File: src/rtl/core_ctrl_pkg.sv
// Shared definitions for the core run-control / shared-port arbiter:
// default stall constants, pause/resume command record and request class.
package core_ctrl_pkg;

    localparam int WR_STALL_DEF    = 6;
    localparam int RD_STALL_DEF    = 3;
    localparam int PAUSE_STALL_DEF = 6;

    // Command target field is sized for the largest supported build
    localparam int CMD_TGT_W = 8;

    typedef struct packed {
        logic                 valid;
        logic                 run;
        logic [CMD_TGT_W-1:0] target;
    } pr_cmd_t;

    typedef enum logic [1:0] {
        REQ_NONE  = 2'd0,
        REQ_READ  = 2'd1,
        REQ_WRITE = 2'd2
    } req_class_e;

endpackage

File: src/rtl/core_ctrl_arbiter_rr.sv
// Round-robin picker: first requester at or after ptr (modulo N),
// returned as a one-hot grant plus the winner index.
module rr_arbiter #(
    parameter int N  = 2,
    parameter int IW = $clog2(N)
) (
    input  logic [N-1:0]  req,
    input  logic [IW-1:0] ptr,
    output logic [N-1:0]  grant,
    output logic [IW-1:0] winner,
    output logic          valid
);

    function automatic int wrap(input int v);
        return (v >= N) ? v - N : v;
    endfunction

    always_comb begin
        grant  = '0;
        winner = '0;
        valid  = 1'b0;
        for (int off = 0; off < N; off++) begin
            if (!valid && req[wrap(int'(ptr) + off)]) begin
                valid                          = 1'b1;
                grant[wrap(int'(ptr) + off)]   = 1'b1;
                winner                         = IW'(wrap(int'(ptr) + off));
            end
        end
    end

endmodule

File: src/rtl/core_ctrl_arbiter.sv
// Run/pause control and round-robin shared-port arbiter for NCORES cores.
// Optional per-core stall-cycle counters are enabled with ARB_PERF_CNT_EN.
module core_ctrl_arbiter
    import core_ctrl_pkg::*;
#(
    parameter int NCORES      = 2,
    parameter int IDX_W       = $clog2(NCORES),
    parameter int STALL_W     = 3,
    parameter int WR_STALL    = WR_STALL_DEF,
    parameter int RD_STALL    = RD_STALL_DEF,
    parameter int PAUSE_STALL = PAUSE_STALL_DEF
) (
    input  logic                      clk,
    input  logic                      rst_n,
    input  logic [NCORES-1:0]         halt_i,
    input  logic [NCORES-1:0]         wen_i,
    input  logic [NCORES-1:0]         rd_i,
    input  logic [NCORES-1:0]         pr_valid_i,
    input  logic [NCORES-1:0]         pr_run_i,
    input  logic [NCORES*IDX_W-1:0]   pr_target_i,
    output logic [NCORES-1:0]         run_o,
    output logic [NCORES-1:0]         grant_o,
    output logic [NCORES*STALL_W-1:0] stall_o,
    output logic                      halt_o
`ifdef ARB_PERF_CNT_EN
    ,
    output logic [NCORES*32-1:0]      perf_o
`endif
);

    localparam logic [STALL_W-1:0] WR_S    = STALL_W'(WR_STALL);
    localparam logic [STALL_W-1:0] RD_S    = STALL_W'(RD_STALL);
    localparam logic [STALL_W-1:0] PAUSE_S = STALL_W'(PAUSE_STALL);

    logic [NCORES-1:0] run_q;
    logic [IDX_W-1:0]  rr_q;
    logic              halt_q;

    pr_cmd_t           cmd [NCORES];
    logic [NCORES-1:0] cmd_hit;
    logic [NCORES-1:0] cmd_run;
    logic [NCORES-1:0] eff_run;
    req_class_e        cls [NCORES];
    logic [NCORES-1:0] req_vec;
    logic [NCORES-1:0] wr_vec;
    logic [NCORES-1:0] compete;
    logic [IDX_W-1:0]  winner;
    logic              grant_vld;

    always_comb begin
        for (int i = 0; i < NCORES; i++) begin
            cmd[i].valid  = pr_valid_i[i];
            cmd[i].run    = pr_run_i[i];
            cmd[i].target = CMD_TGT_W'(pr_target_i[i*IDX_W +: IDX_W]);
        end
    end

    // Scan issuers high-to-low so the lowest index is written last and wins;
    // out-of-range targets never match any core.
    always_comb begin
        cmd_hit = '0;
        cmd_run = '0;
        for (int k = 0; k < NCORES; k++) begin
            for (int i = NCORES - 1; i >= 0; i--) begin
                if (cmd[i].valid && int'(cmd[i].target) == k) begin
                    cmd_hit[k] = 1'b1;
                    cmd_run[k] = cmd[i].run;
                end
            end
        end
    end

    assign eff_run = run_q | (cmd_hit & cmd_run);

    always_comb begin
        for (int k = 0; k < NCORES; k++) begin
            cls[k] = REQ_NONE;
            if (eff_run[k] && wen_i[k])
                cls[k] = REQ_WRITE;
            else if (eff_run[k] && rd_i[k])
                cls[k] = REQ_READ;
            req_vec[k] = (cls[k] != REQ_NONE);
            wr_vec[k]  = (cls[k] == REQ_WRITE);
        end
    end

    // Writers take priority: readers only compete when nobody writes
    assign compete = (|wr_vec) ? wr_vec : req_vec;

    rr_arbiter #(
        .N  (NCORES),
        .IW (IDX_W)
    ) u_rr (
        .req    (compete),
        .ptr    (rr_q),
        .grant  (grant_o),
        .winner (winner),
        .valid  (grant_vld)
    );

    always_comb begin
        stall_o = '0;
        for (int k = 0; k < NCORES; k++) begin
            if (!eff_run[k])
                stall_o[k*STALL_W +: STALL_W] = PAUSE_S;
            else if (grant_o[k])
                stall_o[k*STALL_W +: STALL_W] = '0;
            else if (cls[k] == REQ_WRITE)
                stall_o[k*STALL_W +: STALL_W] = WR_S;
            else if (cls[k] == REQ_READ)
                stall_o[k*STALL_W +: STALL_W] = RD_S;
        end
    end

    always_ff @(posedge clk or negedge rst_n) begin
        if (!rst_n) begin
            run_q  <= NCORES'(1);
            rr_q   <= '0;
            halt_q <= 1'b0;
        end else begin
            run_q <= (run_q & ~cmd_hit) | (cmd_hit & cmd_run);
            if (grant_vld)
                rr_q <= (int'(winner) == NCORES - 1) ? '0 : winner + 1'b1;
            if (&halt_i)
                halt_q <= 1'b1;
        end
    end

    assign run_o  = run_q;
    assign halt_o = halt_q;

`ifdef ARB_PERF_CNT_EN
    logic [31:0] perf_q [NCORES];

    always_ff @(posedge clk or negedge rst_n) begin
        if (!rst_n) begin
            for (int k = 0; k < NCORES; k++)
                perf_q[k] <= '0;
        end else if (!halt_q) begin
            for (int k = 0; k < NCORES; k++) begin
                if (stall_o[k*STALL_W +: STALL_W] != '0 && perf_q[k] != '1)
                    perf_q[k] <= perf_q[k] + 32'd1;
            end
        end
    end

    always_comb begin
        for (int k = 0; k < NCORES; k++)
            perf_o[k*32 +: 32] = perf_q[k];
    end
`endif

endmodule

File: config.mk
export PLATFORM = sky130hd
export DESIGN_NAME = core_ctrl_arbiter
export DESIGN_NICKNAME = d
export VERILOG_FILES = /design/src/rtl/core_ctrl_pkg.sv /design/src/rtl/core_ctrl_arbiter_rr.sv /design/src/rtl/core_ctrl_arbiter.sv
export SDC_FILE = /design/constraint.sdc
export NUM_CORES = 1
export LEC_CHECK = 0
export BUFFER_PORTS_ARGS = -buffer_cell sky130_fd_sc_hd__clkbuf_2
export CELL_PAD_IN_SITES_DETAIL_PLACEMENT = 1
export CELL_PAD_IN_SITES_GLOBAL_PLACEMENT = 1
export CORE_UTILIZATION = 24
export CTS_CLUSTER_DIAMETER = 100
export CTS_CLUSTER_SIZE = 25
export DETAILED_ROUTE_END_ITERATION = 8
export GPL_TIMING_DRIVEN = 0
export PLACE_DENSITY_LB_ADDON = 0.05
export SLEW_MARGIN = 25
export SYNTH_ARGS = -nofsm -noshare
export SYNTH_HDL_FRONTEND = slang
export SYNTH_SLANG_ARGS = --single-unit
File: constraint.sdc
create_clock -name clk -period 1.5 [get_ports clk]
set_clock_uncertainty 0.05 [all_clocks]
set_input_delay 0.3 -clock clk [delete_from_list [all_inputs] [get_ports clk]]
set_output_delay 0.3 -clock clk [all_outputs]
set_load 0.005 [all_outputs]
== After elaboration in Yosys (flattened, before gate mapping) ==
Cells that the tools add are included.

* Add/subtract/negate cells: 4
* Bitwise gates (word level): 6
* Order comparisons: 6
* Multiplexer cells: 40
* Reductions and logical operators: 18
* Shift operators: 0
* $mul: 0
* Equality and inequality tests: 4
* Divide/modulo/power cells: 0

{| class="wikitable"
|+ Operators by type and width
! cell !! number
|-
| >= comparator 32 x 1 -> 1 bit, second input constant || 2
|-
| < comparator 32 x 3 -> 1 bit, second input constant || 2
|-
| two-way mux 32 bit || 2
|-
| >= comparator 32 x 3 -> 1 bit, second input constant || 1
|-
| subtractor 32 x 3 -> 32 bit, second input constant || 1
|-
| two-way mux 1 bit || 23
|-
| two-way mux 3 bit || 6
|-
| zero test 8 bit || 2
|-
| two-way mux 2 bit || 7
|-
| logical AND 1 bit || 11
|-
| bitwise OR 2 bit || 3
|-
| AND 2 bit || 2
|-
| == test 2 x 1 -> 1 bit, second input constant || 2
|-
| == test 2 bit, second input constant || 2
|-
| nonzero test 2 bit || 2
|-
| subtractor 1 x 2 -> 3 bit, second input constant || 1
|-
| adder 1 x 1 -> 2 bit, second input constant || 1
|-
| demux 1 bit (select 1 bit) || 2
|-
| >= comparator 1 x 2 -> 1 bit, second input constant || 1
|-
| inverter 2 bit || 1
|-
| AND reduction 2 bit || 1
|-
| OR reduction 2 bit || 1
|-
| adder 1 bit, second input constant || 1
|-
| zero test 1 bit || 1
|}

* ROM bits: 0
* Latch bits: 0
* Word-level logic and storage cells: 81
* Flip-flop bits (word level): 4
* Memories kept: 0
* Memory bits (writable): 0
* Input bits: 14

== Depth between registers and ports, before layout ==
Gate-level depths: netlist of run 1.

* Depth in word-level cells: 21
* Gate-level depth with buffers: 5

== Hierarchy ==
A second synthesis of run 1 with hierarchy kept.

* Cells, all modules: 42
* Area, all modules: 351.6 um2

{| class="wikitable"
|+ By module, submodules not included
! module !! area an instance (um2) !! instances !! seq. area each (um2) !! cells an instance
|-
| core_ctrl_arbiter || 319.1 || 1 || 101.3 || 37
|-
| rr_arbiter || 32.5 || 1 || 0.0 || 5
|}

== Worst setup path before layout of run 1 ==
No wires, ideal clock.

* Path type: flip-flop to output port
* Start: reg (tool-made name)
* End: out stall_o[0]
* Setup slack: -0.209 ns
* Buffers on the path: 0
* Stages on the path, launching flop included: 5
* Data arrival time: 1.359 ns
* Cell sequence: dfrtp_1 > nor2_1 > a221o_1 > a21o_1 > a2111oi_2

{| class="wikitable"
|+ RTL lines
! item !! RTL line !! source
|-
| end: declaration || core_ctrl_arbiter.sv:23 || <nowiki>output logic [NCORES*STALL_W-1:0] stall_o,</nowiki>
|}

== Final worst setup path of run 1 ==
* Start: in pr_target_i[0]
* End: out stall_o[0]

* Word-level cells in the longest chain between the ends: 20

{| class="wikitable"
|+ Ends and longest elaborated chain
! item !! RTL line !! source
|-
| start: declaration || core_ctrl_arbiter.sv:20 || <nowiki>input logic [NCORES*IDX_W-1:0] pr_target_i,</nowiki>
|-
| zero test 8 bit || core_ctrl_arbiter.sv:65 || <nowiki>if (cmd[i].valid && int'(cmd[i].target) == k) begin</nowiki>
|-
| logical AND 1 bit || core_ctrl_arbiter.sv:65 ||
|-
| two-way mux 1 bit || core_ctrl_arbiter.sv:65 ||
|-
| AND 2 bit * || core_ctrl_arbiter.sv:73 || <nowiki>assign eff_run = run_q | (cmd_hit & cmd_run);</nowiki>
|-
| bitwise OR 2 bit * || core_ctrl_arbiter.sv:73 ||
|-
| logical AND 1 bit || core_ctrl_arbiter.sv:80 || <nowiki>else if (eff_run[k] && rd_i[k])</nowiki>
|-
| two-way mux 1 bit || core_ctrl_arbiter.sv:80 ||
|-
| two-way mux 2 bit || core_ctrl_arbiter.sv:78 || <nowiki>if (eff_run[k] && wen_i[k])</nowiki>
|-
| [... 2 more ...] || - ||
|-
| two-way mux 2 bit || core_ctrl_arbiter.sv:88 || <nowiki>assign compete = (|wr_vec) ? wr_vec : req_vec;</nowiki>
|-
| two-way mux 1 bit (implied by the code) (3 in series) || core_ctrl_arbiter_rr.sv:23 || <nowiki>if (!valid && req[wrap(int'(ptr) + off)]) begin</nowiki>
|-
| two-way mux 1 bit || core_ctrl_arbiter_rr.sv:23 ||
|-
| zero test 1 bit || core_ctrl_arbiter_rr.sv:23 ||
|-
| logical AND 1 bit || core_ctrl_arbiter_rr.sv:23 ||
|-
| two-way mux 2 bit || core_ctrl_arbiter_rr.sv:23 ||
|-
| two-way mux 3 bit || core_ctrl_arbiter.sv:106 || <nowiki>else if (grant_o[k])</nowiki>
|-
| two-way mux 3 bit * || core_ctrl_arbiter.sv:104 || <nowiki>if (!eff_run[k])</nowiki>
|}

Every way passes the cells marked *; elsewhere a longest branch is shown, timed or not. The select of a mux whose other input is x is not followed.

==> results of run 1 <==
-- worst paths after layout --
check | endpoint | slack, ns | cells past startpoint
max | stall_o[0] | -0.54 | 6
min in group asynchronous | asynchronous set/reset pin | 0.37 | 2
min | halt_o | 0.22 | 2
max in group asynchronous | asynchronous set/reset pin | 0.82 | 2
max reg2reg | flip-flop | 0.13 | 5
min reg2reg | halt_o | 0.40 | 1
-- power by group --
part / switching, mW / leakage, nW / internal, mW
clock network: 0.0427 / 0.0150 / 0.0998
logic: 0.166 / 0.278 / 0.165
registers: 0.0417 / 0.0430 / 0.131
-- cell type report --
type	count	area (sq um)
fill	204	849.6
inverter	3	11.26
multi-input combinational	48	384.1
sequential	4	101.3
buffer	3	21.27
timing repair buffer	30	170.2
clock buffer	4	26.28
tap	24	30.03
-- cells in the mapped netlist (all sizes together) (2+ instances only) --
cell and instances:
a21o 2, a21oi 4, buf 2, clkbuf 2
dfrtp 3, inv 3, nand2 7, nor2 5
nor2b 3, nor3 3, o21ai 4
-- through the flow --
step	power, mW	utilization
2_1_floorplan	0.3339	-
3_3_place_gp	0.4368	0.3697
3_5_place_dp	0.4369	0.3697
4_1_cts	0.6165	0.4262
5_1_grt	0.7032	0.4670
6_report	0.6454	0.4670
-- layer usage --
metal	vias to the layer above	global-route usage	wire, microns
li1	290	-	-
met1	263	0.2344	728
met2	16	0.2353	627
met3	0	0.04082	66
met4	0	0.01818	0
met5	-	0	0
-- logic make-up after synthesis --
kind of cell	Yosys count	synth area share
and+or+nand+nor	22	0.2464
DFF	4	0.2348
AOI/OAI and AO/OA	26	0.4522
buffers and inverters	7	0.06667
-- what timing repair did --
| action | 4_1_cts | 5_1_grt |
|---|---|---|
| setup buffers | 5 | 1 |
| setup endpoints to repair | 8 | 9 |
| pin swaps | 2 | 3 |
| gates cloned | 0 | 0 |
| resized for setup | 5 | 16 |
| hold buffers | 1 | 0 |
| endpoints found under the hold margin | 3 | 0 |
==> impl_metrics.py, run 1 <==
metrics = {
    "run_status": {
        "status": "finished, violations left",
        "violations": "negative setup slack",
    },
    "synthesis": {
        "postSynthCellCount": 59,
        "synth_edf_count": 0,
        "synth_area_per_cell_sq_um": 7.316,
        "ys_seq_area_frac": 0.2348,
        "synth_top_cell_by_area": "dfrtp_1",
        "syn_nets": 73,
        "ys_warn_count": 0,
        "synthFlopType": "dfrtp_1",
        "syn_area_sq_um": 431.7,
        "ys_seq_elements": 4,
        "synthDominantCellAreaShare": 0.1739,
        "yosys-top-cells-area": "dfrtp_1 (17%), dfstp_2 (6.1%), nand2_1 (6.1%)",
        "synth_cell_types": 33,
        "synthArstFlopShare": 1.000,
    },
    "floorplan": {
        "fp.coreArea_sq_mm": 0.001594,
        "die_width_microns": 44.41,
        "start_util": 0.2708,
        "num_rows": 14,
        "fp.dieH_microns": 44.41,
        "io_pins": 25,
        "die-area_sq_mm": 0.001972,
    },
    "sta": {
        "setup_viol": 8,
        "tns_ns": -3.155,
        "slew_headroom": 0.7936,
        "finalHoldViolCount": 0,
        "layout_setup_ws_ns": -0.5377,
        "rsz0062_at_grt": "true",
        "period_minus_slack_ns": 2.038,
        "tightest_slew_ns": 0.3095,
        "holdWs_ns": 0.2162,
        "drv_slew": 0,
        "period_share": 1.358,
        "fmax_ghz": 0.4908,
    },
    "setup_path": {
        "worst-path-max-fanout": 5,
        "path_delay_family": "compound AO/OA/AOI/OAI gates",
        "start_kind": "input port",
        "crit_start": "pr_target_i[0]",
        "worstPathRequired_ns": 1.15,
        "cp.arrival_ns": 1.69,
        "crit_slowest_cell": "a221o_1",
        "path_buf_inv": 2,
        "worstPathCellList": "clkbuf_2 > and2_4 > a221o_1 > a21o_1 > a2111oi_4 > buf_2",
        "critPathKind": "in2out",
        "crit_path_end_kind": "output port",
        "max_stage_delay_ns": 0.41,
    },
    "place": {
        "port_buffers": 23,
        "gp_congestion": 0.7765,
        "dp_cells": 106,
        "hpwl_microns": 989.6,
        "dpl-instance-area_sq_um": 589.3,
        "post-place-ws_ns": -0.6510,
    },
    "power": {
        "p_per_area_mw_per_mm2": 867.0,
        "irDropWorstVdd_uv": 848.1,
        "p_leak_nw": 0.3355,
    },
    "clock_network": {
        "cts.path.max_buffers": 2,
        "cts_tree": "done",
        "clkSinkCount": 4,
        "cts_root_buf": "clkbuf_4",
        "clock_latency_ns": 0.23,
        "clkTransAtPathRegs_ns": 0.04,
        "cts-buffers-inserted": 3,
        "cts-htree-levels": 1,
    },
    "global_routing": {
        "grt_pass1_vias": 541,
        "grt_max_degree": 11,
        "grt.total_usage": 0.1577,
        "antenna_found_initial": 0,
        "grt_pass1_wl_mm": 2.359,
        "overflow": 0,
    },
    "route": {
        "antenna_left": 0,
        "avgRoutedWirePerCell_microns": 12.26,
        "drt-vias-per-instance": 4.905,
        "firstDrtPassIters": 4,
        "drc": 0,
        "dr.first_iter.drc_count": 4,
        "drt_wl_total_mm": 1.422,
        "via_count": 569,
    },
    "layout": {
        "instances_no_fill": 116,
        "area_growth_pct": 72.46,
        "antenna_cells": 0,
        "final_cell_mix": "clkbuf_2 (19), nand2_1 (7), buf_2 (6), buf_4 (6), nor2_1 (5)",
        "final_layout_size_suffix_gt1_frac": 0.5109,
        "fin_nets": 107,
        "final_common_cell": "clkbuf_2",
        "postLayoutCellArea_sq_um": 744.5,
    },
    "worst_hold_path": {
        "min_from": "halt_i[1]",
        "hold_class": "in2reg",
    },
    "job": {
        "timing.max_cap.violations": 0,
    },
}
Power figures use the tool's default switching activity.
==> run 2, diff against run 1 <==
--- a/config.mk
+++ b/config.mk
@@ -8,7 +8,7 @@
 export BUFFER_PORTS_ARGS = -buffer_cell sky130_fd_sc_hd__clkbuf_2
 export CELL_PAD_IN_SITES_DETAIL_PLACEMENT = 1
 export CELL_PAD_IN_SITES_GLOBAL_PLACEMENT = 1
-export CORE_UTILIZATION = 24
+export CORE_UTILIZATION = 27
 export CTS_CLUSTER_DIAMETER = 100
 export CTS_CLUSTER_SIZE = 25
 export DETAILED_ROUTE_END_ITERATION = 8
==> constraint.sdc (replaced) <==
create_clock -name clk -period 2.2 [get_ports clk]
set_clock_uncertainty 0.05 [all_clocks]
set_input_delay 0.44 -clock clk [delete_from_list [all_inputs] [get_ports clk]]
set_output_delay 0.44 -clock clk [all_outputs]
set_load 0.005 [all_outputs]
==> impl_metrics.py, run 2 (same netlist as run 1, synthesis figures left out) <==
metrics = {
    "sta": {
        "setup_viol": 2,
        "period_minus_slack_ns": 2.284,
        "period_share": 1.038,
        "finalHoldViolCount": 0,
        "fmax_ghz": 0.4379,
        "drv_slew": 0,
        "rsz0062_at_grt": "true",
        "layout_setup_ws_ns": -0.08386,
        "tns_ns": -0.08875,
        "tightest_slew_ns": 0.3601,
        "slew_headroom": 0.7599,
    },
    "route": {
        "drt_wl_total_mm": 1.437,
        "antenna_left": 0,
        "drc": 0,
        "firstDrtPassIters": 4,
        "wl_met2_microns": 775,
        "avgRoutedWirePerCell_microns": 13.56,
        "wl_met1_microns": 603,
        "drt-vias-per-instance": 5.368,
        "highest_layer": "met3",
        "wl_met3_microns": 58,
        "dr.first_iter.drc_count": 3,
        "via_count": 569,
    },
    "layout": {
        "area_growth_pct": 54.49,
        "instances_no_fill": 106,
        "multiInputGateArea_sq_um": 327.8,
        "fin_nets": 105,
        "final_common_cell": "clkbuf_2",
        "final_layout_size_suffix_gt1_frac": 0.4444,
        "antenna_cells": 0,
        "fillers": 200,
        "final_cell_mix": "clkbuf_2 (20), nand2_1 (7), buf_2 (5)",
        "regArea_sq_um": 102.6,
    },
    "setup_path": {
        "worstPathRequired_ns": 1.71,
        "critPathKind": "in2out",
        "worst-path-max-fanout": 5,
        "crit_path_end_kind": "output port",
        "regToRegSetupSlack_ns": 0.74,
        "crit_path_end": "stall_o[0]",
        "start_kind": "input port",
        "crit_start": "pr_target_i[0]",
        "reg2regPathDepth": 5,
        "cp.arrival_ns": 1.79,
    },
    "global_routing": {
        "antenna_found_initial": 0,
        "grt_pass1_vias": 573,
        "grt_max_degree": 11,
        "grt_pass1_wl_mm": 2.546,
        "overflow": 0,
        "grt.total_usage": 0.1881,
    },
    "clock_network": {
        "cts_root_buf": "clkbuf_4",
        "cts-htree-levels": 1,
        "cts.path.max_buffers": 2,
        "cts-buffers-inserted": 3,
        "clock_latency_ns": 0.24,
        "cts_tree": "done",
        "clkSinkCount": 4,
        "clkTransAtPathRegs_ns": 0.04,
    },
    "floorplan": {
        "num_rows": 14,
        "io_pins": 25,
        "fp.coreArea_sq_mm": 0.001506,
        "die-area_sq_mm": 0.001763,
        "start_util": 0.2865,
        "die_width_microns": 41.99,
        "fp.dieH_microns": 41.99,
    },
    "worst_hold_path": {
        "hold_class": "in2reg",
    },
    "power": {
        "irDropWorstVdd_uv": 274.7,
        "p_leak_nw": 0.3191,
        "p_per_area_mw_per_mm2": 628.7,
        "total_power_uw": 419.3,
    },
    "job": {
        "timing.max_cap.violations": 0,
    },
    "place": {
        "gp_congestion": 0.7153,
        "hpwl_microns": 997,
        "port_buffers": 23,
        "dp_cells": 98,
    },
    "run_status": {
        "status": "finished, violations left",
        "violations": "negative setup slack",
    },
}
-- run 2: how the worst min path moves through the flow --
stage	to	cells after the start	slack, ns	from
floorplan	asynchronous set/reset pin	0	0.09	rst_n
global placement	asynchronous set/reset pin	1	0.20	rst_n
detailed placement	asynchronous set/reset pin	1	0.20	rst_n
CTS	halt_o	2	0.35	halt_i[1]
global route	halt_o	2	0.36	halt_i[1]
finish	halt_o	2	0.35	halt_i[1]
-- run 2: through the flow --
step           utilization  setup slack [ns]  cell area (sq um)  hold slack [ns]
4_1_cts             0.4286          -0.09160              645.6           0.3502
3_3_place_gp        0.3762           -0.1566              566.8           0.1986
3_5_place_dp        0.3762           -0.1325              566.8           0.1988
2_1_floorplan            -            0.2292              431.7          0.09441
6_report            0.4427          -0.08386              666.9           0.3541
5_1_grt             0.4427           -0.1641              666.9           0.3631
-- run 2: where the power goes --
group	internal, mW	total, mW	switching, mW
Combinational	0.0968	0.195	0.0980
Sequential	0.0895	0.120	0.0300
Clock	0.0685	0.105	0.0364
Total	0.255	0.419	0.164
-- run 2: repair_timing --
item                                    in CTS  in global routing
gates resized for setup                      3                  8
pin swaps                                    2                  3
hold buffers                                 1                  0
endpoints found under the hold margin        3                  0
endpoints found under the setup margin       2                  6
setup buffers                                3                  1
-- run 2: critical path, stage by stage --
cell and delay, ns:
clkbuf_8 0.12, and2_4 0.17, a221o_1 0.37, a21o_1 0.24, a2111oi_4 0.29, buf_2 0.16
-- run 2: layout make-up --
| type | count | area share |
|---|---|---|
| timing repair buffer | 28 | 0.2458 |
| multi-input combinational | 48 | 0.4916 |
| tap | 16 | 0.03002 |
| inverter | 3 | 0.01689 |
| clock buffer | 4 | 0.03940 |
| sequential | 4 | 0.1538 |
| buffer | 3 | 0.02251 |
-- run 2: layer usage --
| metal | up-vias | track usage |
|---|---|---|
| met1 | 271 | 0.2380 |
| met4 | 0 | 0.1161 |
| met2 | 16 | 0.3063 |
| li1 | 282 | - |
| met3 | 0 | 0.01724 |
| met5 | - | 0 |
